`src/rtl/uart_pkg.sv`:
```
// Shared UART core package: encodings and constants used across the core.
package uart_pkg;

    localparam logic DIR_DOWN     = 1'b0;
    localparam logic DIR_UP       = 1'b1;
    localparam logic MODE_AUTO    = 1'b0;
    localparam logic MODE_ONESHOT = 1'b1;

endpackage

```
`src/rtl/count_step.sv`:
```
// Next-count and terminal-detect logic for prog_counter.
module count_step
    import uart_pkg::*;
#(
    parameter int N = 4
) (
    input  logic [N-1:0] count,
    input  logic [N-1:0] rl,
    input  logic         dir,
    output logic [N-1:0] step,
    output logic [N-1:0] restart,
    output logic         at_term
);

    localparam logic [N-1:0] ONE = {{(N-1){1'b0}}, 1'b1};

    logic [N-1:0] term;

    always_comb begin
        term    = (dir == DIR_UP) ? rl : '0;
        restart = (dir == DIR_UP) ? '0 : rl;
        step    = (dir == DIR_UP) ? count + ONE : count - ONE;
        at_term = (count == term);
    end

endmodule

```
`src/rtl/prog_counter.sv`:
```
// Programmable up/down counter with reload register, one-shot mode and tc pulse.
module prog_counter
    import uart_pkg::*;
#(
    parameter int N = 4
) (
    input  logic         clk,
    input  logic         nreset,
    input  logic         en,
    input  logic         load,
    input  logic [N-1:0] load_val,
    input  logic         dir,
    input  logic         mode,
    output logic [N-1:0] count,
    output logic         tc,
    output logic         busy
);

    logic [N-1:0] rl_q, rl_d;
    logic [N-1:0] count_q, count_d;
    logic         tc_q, tc_d;
    logic         busy_q, busy_d;

    logic [N-1:0] step;
    logic [N-1:0] restart;
    logic         at_term;

    count_step #(.N(N)) u_step (
        .count   (count_q),
        .rl      (rl_q),
        .dir     (dir),
        .step    (step),
        .restart (restart),
        .at_term (at_term)
    );

    always_comb begin
        rl_d    = rl_q;
        count_d = count_q;
        tc_d    = 1'b0;
        busy_d  = busy_q;
        if (load) begin
            // Restart value is derived from the incoming modulus, not the old rl.
            rl_d    = load_val;
            count_d = (dir == DIR_UP) ? '0 : load_val;
            busy_d  = 1'b1;
        end else if (en && busy_q) begin
            if (at_term) begin
                tc_d = 1'b1;
                if (mode == MODE_ONESHOT) begin
                    busy_d = 1'b0;
                end else begin
                    count_d = restart;
                end
            end else begin
                count_d = step;
            end
        end
    end

    always_ff @(negedge clk) begin
        if (!nreset) begin
            rl_q    <= '1;
            count_q <= '1;
            tc_q    <= 1'b0;
            busy_q  <= 1'b1;
        end else begin
            rl_q    <= rl_d;
            count_q <= count_d;
            tc_q    <= tc_d;
            busy_q  <= busy_d;
        end
    end

    assign count = count_q;
    assign tc    = tc_q;
    assign busy  = busy_q;

endmodule

```
`config.mk`:
```
export PLATFORM = sky130hd
export DESIGN_NAME = prog_counter
export DESIGN_NICKNAME = d
export VERILOG_FILES = /design/src/rtl/uart_pkg.sv /design/src/rtl/count_step.sv /design/src/rtl/prog_counter.sv
export SDC_FILE = /design/constraint.sdc
export NUM_CORES = 1
export LEC_CHECK = 0
export CORE_ASPECT_RATIO = 0.9
export CORE_MARGIN = 2
export CORE_UTILIZATION = 40
export DETAILED_ROUTE_END_ITERATION = 10
export GPL_TIMING_DRIVEN = 1
export PLACE_DENSITY_LB_ADDON = 0.12
export SYNTH_ARGS = -nofsm -noshare
export SYNTH_HDL_FRONTEND = slang
export SYNTH_SLANG_ARGS = --single-unit
```
`constraint.sdc`:
```
create_clock -name clk -period 2.3 [get_ports clk]
set_clock_uncertainty 0.1 [all_clocks]
set_input_delay 0.23 -clock clk [delete_from_list [all_inputs] [get_ports clk]]
set_output_delay 0.23 -clock clk [all_outputs]
set_load 0.05 [all_outputs]
```
== Word level (Yosys, flattened, before mapping) ==
Cells that the tools add are included.

* Flip-flop bits (word level): 10
* Output and inout port bits: 6
* Word-level logic and storage cells: 25
* Input bits: 10

* Bitwise logic cells: 2
* Multiplexer cells: 9
* Add/subtract/negate cells: 2
* Equal/unequal tests: 2
* Reduce and logical (&&, ||, !) cells: 6

{| class="wikitable"
|+ Operators by type and width
! kind !! count
|-
| two-way mux 4 bit || 8
|-
| adder 4 x 1 -> 4 bit, second input constant || 1
|-
| == test 4 bit || 1
|-
| subtractor 4 x 1 -> 4 bit, second input constant || 1
|-
| != test 3 bit, second input constant || 1
|-
| AND reduction 3 bit || 1
|-
| OR reduction 3 bit || 1
|-
| NOT 1 bit || 2
|-
| AND reduction 2 bit || 1
|-
| nonzero test 2 bit || 1
|-
| OR reduction 2 bit || 1
|-
| logical AND 1 bit || 1
|-
| two-way mux 1 bit || 1
|}

== Depth between registers and ports, before layout ==
* Depth after elaboration: 5
* Gate-level depth with buffers: 8
* Mapped depth without buffers: 7

== By module ==
A second synthesis with hierarchy kept.

* Cell total of the unflattened synthesis: 79
* Area, all modules: 683.2 um^2

{| class="wikitable"
|+ Modules (own cells, without submodules)
! module !! area an instance (um^2) !! instances !! cells an instance !! seq. area each (um^2)
|-
| prog_counter || 473.0 || 1 || 50 || 200.2
|-
| count_step || 210.2 || 1 || 29 || 0.0
|}

==> flow_metrics.tcl <==
set metrics [dict create \
    drcViolationCount 0 \
    synth_top_area_cell "dfxtp_1" \
    met3WireLength_um 133 \
    drt_first_pass_iters 4 \
    antenna_found_initial 0 \
    drive_gt1_frac 0.455 \
    regArea_um2 215 \
    irDropWorstVdd_mv 0.380 \
    numCtsBuffers 3 \
    crit_required_ns 1.25 \
    nFillCells 121 \
    yosysSeqAreaShare 0.273 \
    cts_tree "done" \
    met2_length_mm 1.09 \
    synthCells 85 \
    initial_core_util 0.432 \
    insertion_delay_ns 0.34 \
    diodes 0 \
    end_kind "register" \
    syn-num-nets 98 \
    gp_congestion 0.839 \
    fin_cells 156 \
    drt_iter0_markers 24 \
    dpl_worst_slack_ns -1.09 \
    status "finished with violations" \
    timing.max_cap.violations 0 \
    crit_path_max_fanout 8 \
    cp.arrival_ns 1.46 \
    drt-met1-wl_mm 1.02 \
    yosysUniqueCellTypes 28 \
    die_h_um 44.7 \
    postRouteWirelength_mm 2.29 \
    grt_usage 0.224 \
    dieWidth_um 49.2 \
    synthArstFlopShare 0 \
    yosys_warnings 0 \
    yosysTopAreaCellShare 0.273 \
    top_layer_used "met4" \
    clk_pin_slew_ns 0.03 \
    cp-start-kind "input port" \
    synth_edf_count 0 \
    tightestPinTransition_ns 0.324 \
    synth_flop_cell "dfxtp_1" \
    overflow 0 \
    die_area_um2 2200 \
    setup_viol 7 \
    grt_pass1_wl_mm 3.60 \
    violations "negative setup slack" \
    post-place-cells 136 \
    syn_area_um2 734 \
    grt_pass1_vias 789 \
    dr_total_vias 852 \
    area.growth.synth_to_final_pct 80.2 \
    via_per_inst 5.46 \
    multi_input_area_um2 588 \
    finalHoldViolCount 0 \
    io_pins 16 \
    p_leak_uw 0.000653 \
    clockBufferDepth 2 \
    nets 146 \
    antenna_left 0 \
    htree_levels 1 \
    clock-sinks 10 \
    hold_class "reg -> reg" \
    hpwl_mm 1.49 \
    row_count 14 \
    ys_top_cells_by_area "dfxtp_1 27%, mux2i_1 6.8%, nand3_1 6.8%, o211a_1 5.5%, nand2_1 4.6%" \
    synth.avg_cell_area_um2 8.64 \
    io_buffers 15 \
    rsz0062_at_grt "true" \
    tns_ns -0.663 \
    critPathKind "in -> reg" \
    wl_per_cell_um 14.7 \
    slew_headroom 0.784 \
    synth-seq-cells 10 \
    grt_max_degree 11 \
    core_area_um2 1700 \
    cts-root-buf "clkbuf_4" \
    powerDensity_nw_per_um2 577 \
    fin_ws_ns -0.213 \
    drv_slew 0 \
    holdBufCountCts 0 \
]
[critical path, stage by stage]
cell	delay (ns)
buf_12	0.10
clkinv_8	0.06
ha_4	0.20
a21o_1	0.16
a21oi_2	0.18
xnor2_2	0.10
a311oi_4	0.33
a21oi_2	0.10
[path summary, 6_finish.rpt]
kind	cells past startpoint	startpoint	slack, ns	endpoint
hold / removal	2	rl_q[3]	0.45	rl_q[3]
setup reg to reg	7	count[1]	0.43	count[3]
hold reg to reg	2	rl_q[3]	0.45	rl_q[3]
setup / recovery	8	dir	-0.21	count[3]
[flip-flops by register name, indices dropped and copies added, names as in the netlist]
name / cells
busy: 1
count: 4
rl_q: 4
tc: 1
[report_power, final]
group	total, uW	switching (uW)	internal (uW)
sequential	211	19.2	192
combinational	355	175	180
clock	197	111	86.1
[synth_stat cells (2+ instances only)]
cell type	count
clkbuf_1	2
xnor2_1	3
a221oi_1	2
mux2i_1	5
nor2_1	6
nand3_1	10
and2_1	3
inv_1	7
ha_1	2
a21oi_1	2
xor2_1	2
dfxtp_1	10
nand2_1	9
o211a_1	4
o21ai_0	2
a31oi_1	4
[through the flow]
| step | total power, uW | utilization | instance area, um2 | hold slack (ns) |
|---|---|---|---|---|
| after floorplan | 402 | - | 752 | 0.386 |
| after global placement | 518 | 0.637 | 1080 | 0.433 |
| after detailed placement | 522 | 0.637 | 1080 | 0.442 |
| after CTS | 733 | 0.736 | 1250 | 0.417 |
| after global routing | 808 | 0.779 | 1320 | 0.471 |
| final | 764 | 0.779 | 1320 | 0.449 |
[cells in the final DEF (no fill, tap or decap), drive strengths merged, types with 3 or more instances in the layout]
master,count
nand2,9
and2,3
inv,15
nor2,6
clkbuf,3
xnor2,3
dfxtp,10
o21ai,3
a221oi,3
clkdlybuf4s50,6
buf,29
mux2i,5
a31oi,4
o211a,4
nand3,10
[per-layer routing]
metal  global-route usage  vias to the layer above
li1                     -                      403
met1                0.270                      412
met2                0.362                       31
met3               0.0676                        6
met4                0.120                        0
met5                    0                        -
[logic make-up (layout without fill, tap and decap cells)]
| logic type | after synthesis | in the layout | share of synthesized area |
|---|---|---|---|
| adder cells (fa/ha/maj) | 3 | 3 | 0.0613 |
| AND/OR/NAND/NOR | 31 | 31 | 0.216 |
| XOR/XNOR | 5 | 5 | 0.0596 |
| buffers and inverters | 10 | 57 | 0.0613 |
| AO/OA/AOI/OAI | 21 | 21 | 0.261 |
| flip-flops | 10 | 10 | 0.273 |
| multiplexers | 5 | 5 | 0.0681 |
[timing repair]
action                     in CTS  in global routing
setup endpoints to repair      12                 11
setup buffers                   5                  2
pin swaps                      12                 11
gates resized for setup        28                 12
[area by class of cell]
| class | instances | area share |
|---|---|---|
| inverter | 6 | 0.0265 |
| clock inverter | 11 | 0.0321 |
| sequential | 10 | 0.163 |
| tap | 24 | 0.0227 |
| multi-input combinational | 65 | 0.444 |
| clock buffer | 3 | 0.0170 |
| timing repair buffer | 37 | 0.295 |
Power figures use the tool's default switching activity.
